--- src/rtl/conv3x3_pkg.sv ---
// Shared definitions for the 3x3 window engine: kernel select codes,
// controller states and default frame geometry.
package conv3x3_pkg;

  localparam logic [1:0] MODE_PASS    = 2'b00;
  localparam logic [1:0] MODE_GAUSS   = 2'b01;
  localparam logic [1:0] MODE_LAPLACE = 2'b10;
  localparam logic [1:0] MODE_SHARPEN = 2'b11;

  localparam int IMG_W_DEF = 64;
  localparam int IMG_H_DEF = 64;

  typedef enum logic [1:0] {
    ST_IDLE,
    ST_READ,
    ST_DRAIN,
    ST_DONE
  } state_t;

endpackage

--- src/rtl/conv3x3_kernel.sv ---
// Two-stage 3x3 kernel datapath: stage A forms the weighted sum for the
// selected kernel, stage B normalises/rectifies/clamps to a pixel.
module conv3x3_kernel
  import conv3x3_pkg::*;
#(
  parameter int DATA_W = 8
) (
  input  logic              clk,
  input  logic              rst_n,
  input  logic [1:0]        mode,
  input  logic [DATA_W-1:0] p1,
  input  logic [DATA_W-1:0] p2,
  input  logic [DATA_W-1:0] p3,
  input  logic [DATA_W-1:0] p4,
  input  logic [DATA_W-1:0] p5,
  input  logic [DATA_W-1:0] p6,
  input  logic [DATA_W-1:0] p7,
  input  logic [DATA_W-1:0] p8,
  input  logic [DATA_W-1:0] p9,
  input  logic              vld_p0,
  output logic              vld_p1,
  output logic [DATA_W-1:0] pixel_p2,
  output logic              vld_p2
);

  // Sixteen times full scale plus rounding fits in DATA_W+4 unsigned bits;
  // one more bit carries the sign of the laplace/sharpen differences.
  localparam int SUM_W = DATA_W + 5;
  localparam logic signed [SUM_W-1:0] PIX_MAX   = SUM_W'((1 << DATA_W) - 1);
  localparam logic signed [SUM_W-1:0] GAUSS_RND = SUM_W'(8);

  logic signed [SUM_W-1:0] corners, edges, centre, sum_c;
  logic signed [SUM_W-1:0] sum_p1;
  logic [1:0]              mode_p1;
  logic [DATA_W-1:0]       norm_c;

  function automatic logic signed [SUM_W-1:0] ext(input logic [DATA_W-1:0] x);
    return $signed({5'd0, x});
  endfunction

  function automatic logic signed [SUM_W-1:0] abs_s(input logic signed [SUM_W-1:0] v);
    return v[SUM_W-1] ? -v : v;
  endfunction

  function automatic logic [DATA_W-1:0] sat_u(input logic signed [SUM_W-1:0] v);
    if (v[SUM_W-1])     return '0;
    else if (v > PIX_MAX) return '1;
    else                return v[DATA_W-1:0];
  endfunction

  // Weighted sum for the selected kernel.
  always_comb begin
    corners = ext(p1) + ext(p3) + ext(p7) + ext(p9);
    edges   = ext(p2) + ext(p4) + ext(p6) + ext(p8);
    centre  = ext(p5);
    case (mode)
      MODE_GAUSS:   sum_c = corners + (edges <<< 1) + (centre <<< 2) + GAUSS_RND;
      MODE_LAPLACE: sum_c = (centre <<< 2) - edges;
      MODE_SHARPEN: sum_c = (centre <<< 2) + centre - edges;
      default:      sum_c = centre;
    endcase
  end

  // ---- stage A boundary ----
  // Sum and its mode travel together; only the valid bit is reset.
  always_ff @(posedge clk) begin
    sum_p1  <= sum_c;
    mode_p1 <= mode;
  end

  // Stage A valid.
  always_ff @(posedge clk) begin
    if (!rst_n) vld_p1 <= 1'b0;
    else        vld_p1 <= vld_p0;
  end

  // Normalise, rectify or clamp the stage A sum.
  always_comb begin
    case (mode_p1)
      MODE_GAUSS:   norm_c = sum_p1[DATA_W+3:4];
      MODE_LAPLACE: norm_c = sat_u(abs_s(sum_p1));
      MODE_SHARPEN: norm_c = sat_u(sum_p1);
      default:      norm_c = sum_p1[DATA_W-1:0];
    endcase
  end

  // ---- stage B boundary ----
  // Result pixel holds between writes and clears on reset.
  always_ff @(posedge clk) begin
    if (!rst_n) begin
      vld_p2   <= 1'b0;
      pixel_p2 <= '0;
    end else begin
      vld_p2 <= vld_p1;
      if (vld_p1) pixel_p2 <= norm_c;
    end
  end

endmodule

--- src/rtl/conv3x3_engine.sv ---
// Frame controller for the 3x3 window engine: strobes one window read per
// cycle for a whole frame, drains the kernel pipeline, then pulses done.
module conv3x3_engine
  import conv3x3_pkg::*;
#(
  parameter int IMG_W = IMG_W_DEF,
  parameter int IMG_H = IMG_H_DEF
) (
  input  logic       clk,
  input  logic       rst_n,
  input  logic       start,
  input  logic [1:0] mode,
  input  logic [7:0] p1,
  input  logic [7:0] p2,
  input  logic [7:0] p3,
  input  logic [7:0] p4,
  input  logic [7:0] p5,
  input  logic [7:0] p6,
  input  logic [7:0] p7,
  input  logic [7:0] p8,
  input  logic [7:0] p9,
  output logic       rd,
  output logic [7:0] pixelw,
  output logic       wr,
  output logic       busy,
  output logic       done
);

  localparam int FRAME = IMG_W * IMG_H;
  localparam int CNT_W = $clog2(FRAME);
  localparam logic [CNT_W-1:0] LAST_RD = CNT_W'(FRAME - 1);

  state_t           state;
  logic [CNT_W-1:0] rd_cnt;
  logic [1:0]       mode_lat;
  logic             vld_p0;
  logic             vld_p1;

  // Frame sequencing with registered rd/busy/done.
  always_ff @(posedge clk) begin
    if (!rst_n) begin
      state    <= ST_IDLE;
      rd_cnt   <= '0;
      rd       <= 1'b0;
      busy     <= 1'b0;
      done     <= 1'b0;
      mode_lat <= MODE_PASS;
    end else begin
      case (state)
        ST_IDLE: begin
          done <= 1'b0;
          if (start) begin
            state    <= ST_READ;
            rd       <= 1'b1;
            busy     <= 1'b1;
            rd_cnt   <= '0;
            mode_lat <= mode;
          end
        end
        ST_READ: begin
          rd_cnt <= rd_cnt + 1'b1;
          if (rd_cnt == LAST_RD) begin
            state <= ST_DRAIN;
            rd    <= 1'b0;
          end
        end
        ST_DRAIN: begin
          // The last write is already registered once stage A is empty.
          if (!vld_p0 && !vld_p1) begin
            state <= ST_DONE;
            done  <= 1'b1;
          end
        end
        ST_DONE: begin
          done  <= 1'b0;
          busy  <= 1'b0;
          state <= ST_IDLE;
        end
        default: state <= ST_IDLE;
      endcase
    end
  end

  // ---- window arrival boundary ----
  // Pixels from the buffer are present the cycle after rd.
  always_ff @(posedge clk) begin
    if (!rst_n) vld_p0 <= 1'b0;
    else        vld_p0 <= rd;
  end

  conv3x3_kernel #(.DATA_W(8)) u_kernel (
    .clk      (clk),
    .rst_n    (rst_n),
    .mode     (mode_lat),
    .p1       (p1),
    .p2       (p2),
    .p3       (p3),
    .p4       (p4),
    .p5       (p5),
    .p6       (p6),
    .p7       (p7),
    .p8       (p8),
    .p9       (p9),
    .vld_p0   (vld_p0),
    .vld_p1   (vld_p1),
    .pixel_p2 (pixelw),
    .vld_p2   (wr)
  );

endmodule

--- config.mk ---
export PLATFORM = sky130hd
export DESIGN_NAME = conv3x3_engine
export DESIGN_NICKNAME = d
export VERILOG_FILES = /design/src/rtl/conv3x3_pkg.sv /design/src/rtl/conv3x3_kernel.sv /design/src/rtl/conv3x3_engine.sv
export SDC_FILE = /design/constraint.sdc
export NUM_CORES = 1
export LEC_CHECK = 0
export ABC_AREA = 0
export BUFFER_PORTS_ARGS = -buffer_cell sky130_fd_sc_hd__buf_2
export CAP_MARGIN = 0
export CORE_UTILIZATION = 30
export CTS_CLUSTER_SIZE = 40
export DETAILED_ROUTE_END_ITERATION = 6
export GPL_TIMING_DRIVEN = 0
export HOLD_SLACK_MARGIN = 0.06
export PLACE_DENSITY_LB_ADDON = 0.3
export SKIP_CTS_REPAIR_TIMING = 1
export SLEW_MARGIN = 30
export SYNTH_ARGS = -nofsm -noshare
export SYNTH_HDL_FRONTEND = slang
export SYNTH_SLANG_ARGS = --single-unit
--- constraint.sdc ---
create_clock -name clk -period 8.8 [get_ports clk]
set_input_delay 0.44 -clock clk [delete_from_list [all_inputs] [get_ports clk]]
set_output_delay 0.44 -clock clk [all_outputs]
set_load 0.02 [all_outputs]
# [Word-level counts from Yosys, hierarchy flattened]
# Index checks and enable logic that the tools add are counted.
[classes] addsub=14 n_lt_le_gt_ge=2 eq_ne=13 muxes=19 reduce_logical=14
[op_table] cell="$add 13x9->13" count=4
[op_table] cell="$pmux 13 s3" count=1
[op_table] cell="$mux 8" count=4
[op_table] cell="$gt 13x9->1 const B" count=2
[op_table] cell="$pmux 12 s2" count=1
[op_table] cell="$pmux 8 s3" count=1
[op_table] cell="$add 8x8->9" count=2
[op_table] cell="$add 13x11->13" count=1
[op_table] cell="$add 13x13->13" count=1
[op_table] cell="$add 13x5->13 const B" count=1
[op_table] cell="$mux 13" count=1
[op_table] cell="$neg 13->13" count=1
[op_table] cell="$sub 11x13->13" count=1
[op_table] cell="$sub 13x13->13" count=1
[op_table] cell="$add 12x1->12 const B" count=1
[op_table] cell="$eq 12x12->1 const B" count=1
[op_table] cell="$eq 2x2->1 const B" count=6
[op_table] cell="$mux 12" count=1
[op_table] cell="$add 10x8->11" count=1
[op_table] cell="$pmux 2 s4" count=1
[op_table] cell="$reduce_and 2->1" count=4
[op_table] cell="$eq 2x1->1 const B" count=3
[op_table] cell="$mux 2" count=3
[op_table] cell="$ne 2x2->1 const B" count=3
[op_table] cell="8 further kinds" count=16
[totals] ff_bits=45 word_cells=74

# [Logic depth before layout (Yosys ltp)]
# Gate-level depths: netlist of the first run.
[logic_depth] word_depth=7 ltp_mapped=27 ltp_nobuf=27

# [Modules after synthesis]
# From an unflattened synthesis of the first run, not the netlist that was laid out.
[hier_totals] hier_cells=637 hier_area_um2=5451.5
[modules_own_cells] module="conv3x3_kernel" instances=1 cells_each=528 area_per_inst_um2=4523.1 seq_area_each_um2=500.5
[modules_own_cells] module="conv3x3_engine" instances=1 cells_each=109 area_per_inst_um2=928.4 seq_area_each_um2=400.4

# [Least setup slack after synthesis of the first run]
# Ideal clock, no wire load.
[synth_path] kind="input -> register" startpoint="input p2[0]" endpoint="register u_kernel.sum_p1[11]" setup_ns=0.123 arrival_time_ns=5.500 required_ns=8.677 slack_ns=3.177 stages=20 path_buffers=0 path_cell_list="ha_1 > inv_1 > fa_1 > fa_1 > inv_1 > ha_1 > fa_1 > fa_1 > inv_1 > fa_1 > inv_1 > fa_1 > ha_1 > fa_1 > a211oi_1 > o21bai_1 > a2111oi_0 > nor3_1 > xnor2_1 > o32ai_1"
[synth_between] elab_chain_cells=7 elab_cells_between_ends=9 classes_between="add/sub: 8; mux: 1"
[synth_lines] element="start, declared" line="conv3x3_engine.sv:14" source="input logic [7:0] p2,"
[synth_lines] element="$add 8x8->9 (*)" line="conv3x3_kernel.sv:54" source="edges = ext(p2) + ext(p4) + ext(p6) + ext(p8);"
[synth_lines] element="$add 13x9->13 (*) (2 in series)" line="conv3x3_kernel.sv:54"
[synth_lines] element="$add 13x13->13" line="conv3x3_kernel.sv:57" source="MODE_GAUSS: sum_c = corners + (edges <<< 1) + (centre <<< 2) + GAUSS_RND;"
[synth_lines] element="$add 13x11->13" line="conv3x3_kernel.sv:57"
[synth_lines] element="$add 13x5->13" line="conv3x3_kernel.sv:57"
[synth_lines] element="$pmux 13 s3 (*)" line="conv3x3_kernel.sv:56" source="case (mode)"
[synth_lines] element="net u_kernel.sum_c[11]" line="conv3x3_kernel.sv:32" source="logic signed [SUM_W-1:0] corners, edges, centre, sum_c;"
[synth_lines] element="end signal, assigned" line="conv3x3_kernel.sv:67" source="sum_p1 <= sum_c;"
[synth_lines] element="end, declared" line="conv3x3_kernel.sv:33" source="logic signed [SUM_W-1:0] sum_p1;"
# The timed path passes the listed nets; every way through them passes the cells marked *.
# A chain may end at the register's enable or synchronous reset.

# [Worst setup path in the final report of the first run]
[layout_path] startpoint="input p2[0]" endpoint="register u_kernel.sum_p1[10]"
# The elaborated chain is that of the path after synthesis.

==> results of run 1 <==
## cells by family after synthesis
| group | count (synthesis) | synth area share |
|---|---|---|
| and+or+nand+nor | 175 | 0.165 |
| AOI/OAI and AO/OA | 164 | 0.193 |
| buffers and inverters | 125 | 0.0866 |
| adders and majority gates | 106 | 0.294 |
| xor gates and xnor gates | 46 | 0.0739 |
| DFF | 45 | 0.165 |
| muxes | 11 | 0.0216 |
## cell usage after synthesis (5+ instances only)
| master | count | area share |
|---|---|---|
| sky130_fd_sc_hd__a211oi_1 | 8 | 0.011 |
| sky130_fd_sc_hd__a21o_1 | 14 | 0.019 |
| sky130_fd_sc_hd__a21oi_1 | 41 | 0.038 |
| sky130_fd_sc_hd__and2_1 | 6 | 0.0069 |
| sky130_fd_sc_hd__clkbuf_1 | 10 | 0.0069 |
| sky130_fd_sc_hd__dfxtp_1 | 45 | 0.17 |
| sky130_fd_sc_hd__fa_1 | 37 | 0.14 |
| sky130_fd_sc_hd__ha_1 | 69 | 0.16 |
| sky130_fd_sc_hd__inv_1 | 112 | 0.077 |
| sky130_fd_sc_hd__mux2_2 | 6 | 0.012 |
| sky130_fd_sc_hd__mux2i_1 | 5 | 0.0092 |
| sky130_fd_sc_hd__nand2_1 | 50 | 0.034 |
| sky130_fd_sc_hd__nand2b_1 | 9 | 0.010 |
| sky130_fd_sc_hd__nand3_1 | 17 | 0.016 |
| sky130_fd_sc_hd__nand4_1 | 5 | 0.0057 |
| sky130_fd_sc_hd__nor2_1 | 42 | 0.029 |
| sky130_fd_sc_hd__nor2b_1 | 11 | 0.013 |
| sky130_fd_sc_hd__nor3_1 | 10 | 0.0092 |
| sky130_fd_sc_hd__o211ai_1 | 7 | 0.0096 |
| sky130_fd_sc_hd__o21ai_0 | 47 | 0.043 |
| sky130_fd_sc_hd__o31ai_1 | 5 | 0.0069 |
| sky130_fd_sc_hd__or3_1 | 5 | 0.0057 |
| sky130_fd_sc_hd__xnor2_1 | 24 | 0.039 |
| sky130_fd_sc_hd__xor2_1 | 22 | 0.035 |
## registers in the layout (all words and copies together), names as in the netlist
name / cells
u_kernel.sum_p1: 13
rd_cnt: 12
u_kernel.pixel_p2: 8
mode_lat: 2
state: 2
u_kernel.mode_p1: 2
busy: 1
done: 1
rd: 1
u_kernel.vld_p1: 1
u_kernel.vld_p2: 1
vld_p0: 1
## area by class of cell
| class | instances | area [sq um] | share of cell area |
|---|---|---|---|
| Sequential cell | 45 | 901 | 0.142 |
| Inverter | 112 | 420 | 0.0663 |
| Timing Repair Buffer | 87 | 435 | 0.0687 |
| Buffer | 13 | 51.3 | 0.00809 |
| Clock inverter | 3 | 50.0 | 0.00789 |
| Multi-Input combinational cell | 502 | 4080 | 0.643 |
| Clock buffer | 5 | 125 | 0.0197 |
| Tap cell | 225 | 282 | 0.0444 |
## worst register-to-register path, cell delays in order (launching register included)
cell and delay [ns]:
sky130_fd_sc_hd__dfxtp_1 0.44, sky130_fd_sc_hd__clkbuf_1 0.40, sky130_fd_sc_hd__clkbuf_1 0.45, sky130_fd_sc_hd__nand3_1 0.14, sky130_fd_sc_hd__ha_1 0.25, sky130_fd_sc_hd__fa_1 0.38, sky130_fd_sc_hd__nand2b_1 0.19, sky130_fd_sc_hd__a21oi_1 0.26
sky130_fd_sc_hd__a21oi_1 0.16, sky130_fd_sc_hd__o21ai_0 0.30, sky130_fd_sc_hd__nor2_1 0.07, sky130_fd_sc_hd__a221o_1 0.26
## metal layers
layer	track usage	up-vias
li1	-	2481
met2	0.245	115
met3	0.0211	11
met5	0	-
met4	0.0281	0
met1	0.182	2174
## worst max-delay path by stage
stage | start | depth (start not counted) | endpoint
3_5_place_dp | p2[0] | 23 | u_kernel.sum_p1[10]
3_3_place_gp | p2[0] | 23 | u_kernel.sum_p1[10]
4_1_cts | p2[0] | 23 | u_kernel.sum_p1[10]
5_1_grt | p2[0] | 23 | u_kernel.sum_p1[10]
2_1_floorplan | p2[0] | 20 | u_kernel.sum_p1[11]
6_report | p2[0] | 23 | u_kernel.sum_p1[10]
## power by group through the flow
stage / clock [mW] / sequential [mW] / combinational, mW
floorplan: 0 / 0.302 / 1.38
global placement: 0 / 0.312 / 1.71
detailed placement: 0 / 0.312 / 1.74
CTS: 0.225 / 0.307 / 1.74
global route: 0.233 / 0.316 / 2.00
finish: 0.222 / 0.308 / 1.72
==> results.env, run 1 <==
RUN_STATUS='completed'
TOTAL_POWER_mW=2.25
CRITICAL-PATH-MAX-STAGE-DELAY_NS=0.52
MAXSLEWHEADROOM=0.522
CLOCK_NET_SINK_COUNT=45
CLK_PATH_BUF_DEPTH=2
ACHIEVABLE-FREQUENCY_MHz=170
VIAS=4781
POST_SYNTH_INSTANCE_AREA_SQ_UM=5450
SYN_TO_FINAL_GROWTH_PCT=16.4
MAXCAPVIOLATIONS=0
VIAS_IN_THE_FIRST_GLOBAL_ROUTE=4624
CRIT_TYPE='input pin to flop'
DPL-INSTANCE-AREA_SQ_UM=6170
NUMBER_OF_BUFFERS_INSERTED_DURING_CLOCK_TREE_SYNTHESIS=5
POWER.SHARE.SEQUENTIAL=0.137
SYNTH_CELL_TYPE_COUNT=64
CLOCK_TREE.ROOT_CELL='sky130_fd_sc_hd__clkbuf_16'
TIMING.CRITICAL_PATH.SLOWEST_STAGE_CELL='sky130_fd_sc_hd__fa_1'
VIA_PER_INST=4.82
FINAL_COMMON_CELL='sky130_fd_sc_hd__inv_1'
HPWLAFTERDP_MM=10.7
POST-ROUTE-PERIOD-UTIL=0.668
YOSYSWARNINGS=0
LAYOUT_COMMON_CELLS='sky130_fd_sc_hd__inv_1 (112), sky130_fd_sc_hd__buf_2 (89), sky130_fd_sc_hd__ha_1 (69)'
HOLD_WS_NS=0.427
TOPROUTINGLAYERUSED='met4'
SYN_NETS=855
SHARE_CLK_OF_TOTAL_POWER=0.099
REPORT.FINAL.SETUP_VIOL=0
ROUTED-WL-MET3_UM=580
LAYOUTNONFILLERINSTCOUNT=992
FIRST_ITER_VIOLATIONS=170
SYNTH.YOSYS.SEQ_AREA_SHARE=0.165
CRIT-REG2REG-LAUNCH='mode_lat[0]'
SW_FRAC_OF_TOTAL=0.491
SETUP_WS_PRE_CTS_NS=2.60
WORST_EP_ARRIVAL_NS=6.06
PRE_REPAIR_DR_ITERATION_COUNT=4
POWER.SWITCHING_mW=1.11
CRIT-REG2REG-CAPTURE='u_kernel.sum_p1[10]'
SETUP_WS_NS=2.92
RRSETUPSLACK_NS=5.39
FINISH.UTILIZATION=0.362
HOLD_PATH.CLASS='input pin to flop'
INITIAL_CORE_UTIL=0.311
N_ANTENNA_CELL=0
VDD_DROP_MAX_mV=0.177
P_COMB_FRAC=0.764
ANTENNA_FOUND_INITIAL=0
ROUTED_WL_MM=12.4
SUM_OF_ROUTED_WIRE_SEGMENTS_ON_MET1_MM=6.01
PLACED_CELLS_INCL_TAPS=984
FRACTION_OF_LAYOUT_INSTANCES_USING_A_DRIVE_STRENGTH_ABOVE_1=0.151
TOTAL_LEAKAGE_POWER_nW=3.06
CRIT_REQUIRED_NS=8.98
MIN_PATH_CELLS=3
MIN_TO='mode_lat[0]'
YS_FF_LATCH=45
TIMING.REG2REG.WORST_PATH_DEPTH=11
GRT_OVERFLOW=0
GP_CONGESTION=0.876
P_INT_mW=1.14
WIRE_LENGTH_OF_THE_FIRST_GLOBAL_ROUTING_PASS_MM=21.3
GRT_START_MAX_NET_PINS=17
CRITICAL-PATH-TOP-DELAY-FAMILY='adder cells'
PLACEMENT_ROW_COUNT=48
DIEWIDTH_UM=137
FINALCLOCKSKEW_NS=0.00758
POST-ROUTE-DRC-COUNT=0
FIN_SETUP_TNS_NS=0
GRT_SETUP_UNREPAIRED='no'
POSTSYNTHAREAPERCELL_SQ_UM=8.11
FP.DIEH_UM=137
ASYNC_RESET_FF_FRAC=0
FIN_CRIT_NS=5.88
CORE_REGION_AREA_SQ_UM=17500
TIMING.CRITICAL_PATH.CELLS='buf_2, ha_1, inv_1, fa_1, fa_1, inv_1, ha_1, fa_1, a21o_1, a21oi_1, o21ai_0, a21oi_1, xor2_1, fa_1, inv_1, ha_1, inv_1, fa_1, inv_1, ha_1, o41ai_1, xnor2_1, a221o_1'
SLEW_VIOLATIONS=0
WORSTHOLDSTART='mode[0]'
CLK_LAT_WORST_SKEW_NS=0.29
NUM-NETS-FINAL=949
SYNTH_ENABLE_FLOP_CELLS=0
WL_MET2_MM=5.69
SYNTHESIS.INSTANCES=672
P_PER_AREA_nW_PER_UM2=355
STDCELL_AREA_SQ_UM=6340
GRTUSAGETOTAL=0.140
SYNTH_TOP_FLOP_CELL='sky130_fd_sc_hd__dfxtp_1'
WORSTSETUPENDPOINTTYPE='flop'
MAX_SLEW.WORST_PIN.SLEW_NS=0.712
PLACEMENT.IO_BUFFERS=87
CTS.REPORTEDPATHS.CLKPINSLEW_NS=0.07
CRITPATHBUFINV=6
NUM-FILL-CELLS=1885
TIMING.CRITICAL_PATH.FROM_TYPE='input pin'
DESIGN.DIE.AREA_SQ_UM=18700
TIMING_HOLD_VIOLATIONS_FINAL=0
TRITONCTS='done'
ANT_NETS=0
PATH_MAX_FANOUT=4
H_TREE_DEPTH=2
POST_DRT_WL_PER_CELL_UM=12.5
IO_PINS=89
No activity file was read; power rests on OpenSTA's default activity.
==> inputs of run 2 (changes only) <==
Clock period 8.8 ns to 5.2 ns, I/O delays scaled along.
==> run 2 against run 1 <==
  * The flow now finishes with violations (setup timing)
  * Power grew 93%
  * Clock power grew 61%
  * Sequential share of layout area shrank 0.52 points
  * First-iteration DRC count grew 21%
  * Register-to-register slack lost 3.6 ns
  * Clock skew grew 0.0026 ns
  * Global-route usage shrank 0.27 points
  * Critical path depth shrank 2
  * Highest routed layer unchanged
==> results.env, run 2 (synthesis results as in run 1) <==
TIMING.REG2REG.WORST_PATH_DEPTH=11
CRIT-REG2REG-CAPTURE='u_kernel.sum_p1[10]'
FIN_SETUP_TNS_NS=-0.158
ACHIEVABLE-FREQUENCY_MHz=187
ANT_NETS=0
WORSTSETUPENDPOINTTYPE='flop'
RUN_STATUS='finished, violations left'
NUM-FILL-CELLS=1847
SETUP_WS_NS=-0.158
LARGEST_REGISTER='u_kernel.sum_p1'
H_TREE_DEPTH=2
ANTENNA_FOUND_INITIAL=0
DIEWIDTH_UM=137
FINISH.UTILIZATION=0.375
CLK_LAT_WORST_SKEW_NS=0.29
CLK_PATH_BUF_DEPTH=2
CLOCK_NET_SINK_COUNT=45
MAX_SLEW.WORST_PIN.SLEW_NS=0.714
FINAL_COMMON_CELL='sky130_fd_sc_hd__inv_1'
PRE_REPAIR_DR_ITERATION_COUNT=4
VDD_DROP_MAX_mV=0.471
ROUTED_WL_MM=12.4
MAXSLEWHEADROOM=0.521
CLOCK_TREE.ROOT_CELL='sky130_fd_sc_hd__clkbuf_16'
PATH_MAX_FANOUT=3
GRT_SETUP_UNREPAIRED='yes'
LAYOUT_COMMON_CELLS='sky130_fd_sc_hd__inv_1 (107), sky130_fd_sc_hd__buf_2 (87), sky130_fd_sc_hd__ha_1 (58)'
NUM-NETS-FINAL=955
NUMBER_OF_BUFFERS_INSERTED_DURING_CLOCK_TREE_SYNTHESIS=5
MIN_PATH_CELLS=3
GP_CONGESTION=0.825
CORE_REGION_AREA_SQ_UM=17500
WORSTHOLDSTART='mode[0]'
MIN_TO='mode_lat[0]'
POST-ROUTE-PERIOD-UTIL=1.03
GRT_OVERFLOW=0
TOTAL_LEAKAGE_POWER_nW=3.10
RRSETUPSLACK_NS=1.80
SETUP_WS_PRE_CTS_NS=-0.582
PLACED_CELLS_INCL_TAPS=984
FINALCLOCKSKEW_NS=0.0102
FP.DIEH_UM=137
PLACEMENT.IO_BUFFERS=87
SYN_TO_FINAL_GROWTH_PCT=20.8
PLACEMENT_ROW_COUNT=48
GRT_START_MAX_NET_PINS=15
CRIT_REQUIRED_NS=5.36
FRACTION_OF_LAYOUT_INSTANCES_USING_A_DRIVE_STRENGTH_ABOVE_1=0.199
SLEW_VIOLATIONS=0
CRIT-REG2REG-LAUNCH='mode_lat[0]'
REG_TOP3='u_kernel.sum_p1 x13, rd_cnt x12, u_kernel.pixel_p2 x8'
POST_DRT_WL_PER_CELL_UM=12.4
TIMING_HOLD_VIOLATIONS_FINAL=0
FIRST_ITER_VIOLATIONS=206
GRTUSAGETOTAL=0.137
CRIT_TYPE='input pin to flop'
MAXCAPVIOLATIONS=0
CTS.REPORTEDPATHS.CLKPINSLEW_NS=0.07
REPORT.FINAL.SETUP_VIOL=1
P_PER_AREA_nW_PER_UM2=660
WIRE_LENGTH_OF_THE_FIRST_GLOBAL_ROUTING_PASS_MM=20.8
IO_PINS=89
HPWLAFTERDP_MM=10.4
N_ANTENNA_CELL=0
FIN_CRIT_NS=5.36
TIMING.CRITICAL_PATH.FROM_TYPE='input pin'
HOLD_PATH.CLASS='input pin to flop'
POST-ROUTE-DRC-COUNT=0
DESIGN.DIE.AREA_SQ_UM=18700
VIAS_IN_THE_FIRST_GLOBAL_ROUTE=4549
VIA_PER_INST=4.75
INITIAL_CORE_UTIL=0.311
LAYOUTNONFILLERINSTCOUNT=998
VIOLATIONS='setup timing'
WORST_EP_ARRIVAL_NS=5.51
LARGEST_REG_FLOPS=13
TRITONCTS='done'
VIAS=4736
TOTAL_POWER_mW=4.34
[run 2: cell types whose count changed in the layout (fill, tap and decap cells not counted), sizes merged]
cell	delta
buf	+6
inv	-1
clkbuf	+1
[run 2: per-stage QoR]
stage	hold slack, ns	instance area (sq um)
3_5_place_dp	0.457	6210
5_1_grt	0.272	6580
6_report	0.253	6580
2_1_floorplan	0.363	5490
3_3_place_gp	0.458	6210
4_1_cts	0.256	6380
[run 2: power breakdown]
part,total (mW),switching (mW),internal (mW)
clock network,0.358,0.130,0.228
registers,0.520,0.103,0.417
logic,3.46,1.83,1.63
total,4.34,2.06,2.28
[run 2: worst max path at each step]
stage	start	end	slack, ns	cells after the start
6_report	p4[0]	u_kernel.sum_p1[11]	-0.16	21
5_1_grt	p4[0]	u_kernel.sum_p1[11]	-0.31	21
4_1_cts	p2[0]	u_kernel.sum_p1[10]	-0.29	23
3_5_place_dp	p2[0]	u_kernel.sum_p1[10]	-0.58	23
3_3_place_gp	p2[1]	u_kernel.sum_p1[10]	-0.53	24
2_1_floorplan	p2[0]	u_kernel.sum_p1[10]	0.004	24
[run 2: layer usage]
metal,up-vias,GRT usage,wire length [um],part of all wire
li1,2487,-,-,-
met1,2142,0.175,5800,0.47
met2,100,0.245,5900,0.48
met3,7,0.0241,623,0.050
met4,0,0.0208,80,0.0064
met5,-,0,0,0
[run 2: layout make-up]
type | count | area [sq um] | share of cell area
clock inverters | 2 | 38.8 | 0.00589
clock buffers | 6 | 129 | 0.0196
inverters | 112 | 420 | 0.0639
repair buffers | 93 | 493 | 0.0749
well taps | 225 | 282 | 0.0428
flip-flops and latches | 45 | 901 | 0.137
plain buffers | 13 | 51.3 | 0.00779
multi-input cells | 502 | 4270 | 0.648
[run 2: critical path, cell delays in order]
cell	delay, ns
sky130_fd_sc_hd__buf_6	0.10
sky130_fd_sc_hd__ha_4	0.15
sky130_fd_sc_hd__inv_2	0.05
sky130_fd_sc_hd__fa_2	0.43
sky130_fd_sc_hd__fa_1	0.48
sky130_fd_sc_hd__inv_1	0.04
sky130_fd_sc_hd__ha_2	0.17
sky130_fd_sc_hd__fa_2	0.46
sky130_fd_sc_hd__fa_1	0.52
sky130_fd_sc_hd__inv_1	0.05
sky130_fd_sc_hd__fa_1	0.47
sky130_fd_sc_hd__inv_1	0.05
sky130_fd_sc_hd__fa_1	0.43
sky130_fd_sc_hd__ha_2	0.20
sky130_fd_sc_hd__fa_2	0.39
sky130_fd_sc_hd__a211oi_2	0.26
sky130_fd_sc_hd__o21bai_1	0.13
sky130_fd_sc_hd__a2111oi_2	0.39
sky130_fd_sc_hd__nor3_1	0.12
sky130_fd_sc_hd__xnor2_1	0.23
sky130_fd_sc_hd__o32ai_1	0.12
==> inputs of run 3 (changes only) <==
Settings changed: CAP_MARGIN 0 to 25, CTS_BUF_LIST set to sky130_fd_sc_hd__clkbuf_2 sky130_fd_sc_hd__clkbuf_4 sky130_fd_sc_hd__clkbuf_8.
==> run 3 against run 2 <==
  * The run still ends with setup timing left
  * Hold slack lost 0.0036 ns
  * Final area shrank 0.74%
  * Register-to-register slack is essentially flat
  * Sequential share of layout area grew 0.10 points
  * Sequential cell count is the same
  * Via count grew 0.15%
  * Final cell count is the same
  * Global-route usage shrank 0.11 points
  * Count of clock-buffer cells in the layout is the same
  * Die area is the same
  * Critical endpoint unchanged
  * Highest routed layer unchanged
==> results.env, run 3 (synthesis results as in run 1) <==
CRIT-REG2REG-CAPTURE='u_kernel.sum_p1[10]'
FP.DIEH_UM=137
PLACED_CELLS_INCL_TAPS=984
FINALCLOCKSKEW_NS=0.00696
CLK_LAT_WORST_SKEW_NS=0.29
ACHIEVABLE-FREQUENCY_MHz=187
VIAS=4743
CLOCK_NET_SINK_COUNT=45
CLK_PATH_BUF_DEPTH=2
POST-ROUTE-DRC-COUNT=0
CRIT_TYPE='input pin to flop'
FIN_CRIT_NS=5.34
NUM-NETS-FINAL=955
DESIGN.DIE.AREA_SQ_UM=18700
SETUP_WS_NS=-0.141
INITIAL_CORE_UTIL=0.311
MAXCAPVIOLATIONS=0
FRACTION_OF_LAYOUT_INSTANCES_USING_A_DRIVE_STRENGTH_ABOVE_1=0.202
WORSTHOLDSTART='mode[1]'
GRT_SETUP_UNREPAIRED='yes'
STDCELL_AREA_SQ_UM=6530
WORST_EP_ARRIVAL_NS=5.51
PATH_MAX_FANOUT=3
N_ANTENNA_CELL=0
GRT.BUSIEST_LAYER='met2'
H_TREE_DEPTH=2
CRIT-REG2REG-LAUNCH='mode_lat[0]'
MET1_GLOBAL_ROUTE_USAGE=0.175
DPL-INSTANCE-AREA_SQ_UM=6210
TIMING.CRITICAL_PATH.FROM_TYPE='input pin'
WORSTSETUPENDPOINTTYPE='flop'
FIRST_ITER_VIOLATIONS=220
PLACEMENT_ROW_COUNT=48
GRTUSAGETOTAL=0.136
LAYOUTNONFILLERINSTCOUNT=998
SYN_TO_FINAL_GROWTH_PCT=19.9
ANTENNA_FOUND_INITIAL=0
MAX_SLEW.WORST_PIN.SLEW_NS=0.715
SLEW_VIOLATIONS=0
RRSETUPSLACK_NS=1.81
TOTAL_LEAKAGE_POWER_nW=3.08
TIMING_HOLD_VIOLATIONS_FINAL=0
WIRE_LENGTH_OF_THE_FIRST_GLOBAL_ROUTING_PASS_MM=20.8
TRITONCTS='done'
VIAS_IN_THE_FIRST_GLOBAL_ROUTE=4534
RUN_STATUS='finished, violations left'
MIN_TO='mode_lat[1]'
CRITICAL-PATH-MAX-STAGE-DELAY_NS=0.52
LARGEST_REGISTER='u_kernel.sum_p1'
VDD_DROP_MAX_mV=0.477
P_PER_AREA_nW_PER_UM2=651
PRE_REPAIR_DR_ITERATION_COUNT=5
MAXSLEWHEADROOM=0.520
HPWLAFTERDP_MM=10.4
FIN_SETUP_TNS_NS=-0.141
NUMBER_OF_BUFFERS_INSERTED_DURING_CLOCK_TREE_SYNTHESIS=5
GRT_OVERFLOW=0
HOLD_PATH.CLASS='input pin to flop'
TIMING.REG2REG.WORST_PATH_DEPTH=11
PLACEMENT.IO_BUFFERS=87
GLOBALROUTEMET2UTIL=0.245
CLOCK_TREE.ROOT_CELL='sky130_fd_sc_hd__clkbuf_8'
GROUTE.LAYER.MET3.USAGE=0.0226
LARGEST_REG_FLOPS=13
GP_CONGESTION=0.825
MIN_PATH_CELLS=3
LAYOUT_COMMON_CELLS='sky130_fd_sc_hd__inv_1 (107), sky130_fd_sc_hd__buf_2 (87), sky130_fd_sc_hd__ha_1 (58)'
CRIT_REQUIRED_NS=5.37
ROUTED_WL_MM=12.4
DIEWIDTH_UM=137
CRITPATHBUFINV=5
NUM-FILL-CELLS=1857
ANT_NETS=0
CTS.REPORTEDPATHS.CLKPINSLEW_NS=0.09
CORE_REGION_AREA_SQ_UM=17500
REG_TOP3='u_kernel.sum_p1 x13, rd_cnt x12, u_kernel.pixel_p2 x8'
VIA_PER_INST=4.75
TIMING.CRITICAL_PATH.CELLS='buf_6, ha_4, inv_2, fa_2, fa_1, inv_1, ha_2, fa_2, fa_1, inv_1, fa_1, inv_1, fa_1, ha_2, fa_2, a211oi_2, o21bai_1, a2111oi_2, nor3_1, xnor2_1, o32ai_1'
POST-ROUTE-PERIOD-UTIL=1.03
REPORT.FINAL.SETUP_VIOL=1
FINAL_COMMON_CELL='sky130_fd_sc_hd__inv_1'
CRIT_TOP_CELL='sky130_fd_sc_hd__fa_1'
VIOLATIONS='setup timing'
TIMING.CRITICAL_PATH.SLOWEST_STAGE_CELL='sky130_fd_sc_hd__fa_1'
GRT_START_MAX_NET_PINS=15
IO_PINS=89
CRITICAL-PATH-TOP-DELAY-FAMILY='adder cells'
POST_DRT_WL_PER_CELL_UM=12.4
SETUP_WS_PRE_CTS_NS=-0.582
run 3: cell types whose count changed in the layout (fill, tap and decap cells not counted):
cell,change
sky130_fd_sc_hd__o21ai_2,+1
sky130_fd_sc_hd__clkbuf_1,-1
sky130_fd_sc_hd__o21ai_1,-1
sky130_fd_sc_hd__clkbuf_4,+1
sky130_fd_sc_hd__clkbuf_8,+5
sky130_fd_sc_hd__clkbuf_16,-5
run 3: metal layers:
layer	wire length (um)	vias to the layer above
met3	635	2
met2	5940	106
met4	36	0
met1	5750	2152
met5	0	-
li1	-	2483
run 3: worst max-delay path by stage:
stage,from,to,slack (ns),depth (start not counted)
2_1_floorplan,p2[0],u_kernel.sum_p1[10],0.004,24
5_1_grt,p4[0],u_kernel.sum_p1[11],-0.29,21
3_5_place_dp,p2[0],u_kernel.sum_p1[10],-0.58,23
3_3_place_gp,p2[1],u_kernel.sum_p1[10],-0.53,24
4_1_cts,p2[0],u_kernel.sum_p1[10],-0.28,23
6_report,p4[0],u_kernel.sum_p1[11],-0.14,21
run 3: area by class of cell:
type / count / area, sq um / area share
multi-input cells: 502 / 4270 / 0.654
clock buffers: 6 / 76.3 / 0.0117
repair buffers: 93 / 493 / 0.0755
plain buffers: 13 / 51.3 / 0.00785
well taps: 225 / 282 / 0.0431
clock inverters: 2 / 38.8 / 0.00594
inverters: 112 / 420 / 0.0643
flip-flops and latches: 45 / 901 / 0.138
run 3: worst register-to-register path: cells and delay by family, from the launching register on:
| kind | cells | cell delay (ns) |
|---|---|---|
| buf+inv | 2 | 0.85 |
| fa+ha+maj | 2 | 0.63 |
| compound gates | 4 | 0.92 |
| simple gates | 3 | 0.41 |
| flops | 1 | 0.47 |
run 3: metrics by stage:
| step | utilization | power [mW] | hold slack [ns] |
|---|---|---|---|
| after CTS | 0.361 | 3.94 | 0.242 |
| after floorplan | - | 3.02 | 0.363 |
| after detailed placement | 0.354 | 3.66 | 0.457 |
| after global placement | 0.354 | 3.61 | 0.458 |
| after global routing | 0.373 | 4.74 | 0.254 |
| final | 0.373 | 4.25 | 0.250 |
run 3: where the power goes:
part / leakage, nW / switching, mW / internal, mW / total (mW)
Clock: 0.0588 / 0.115 / 0.150 / 0.265
Combinational: 2.65 / 1.83 / 1.63 / 3.47
Sequential: 0.368 / 0.104 / 0.417 / 0.521
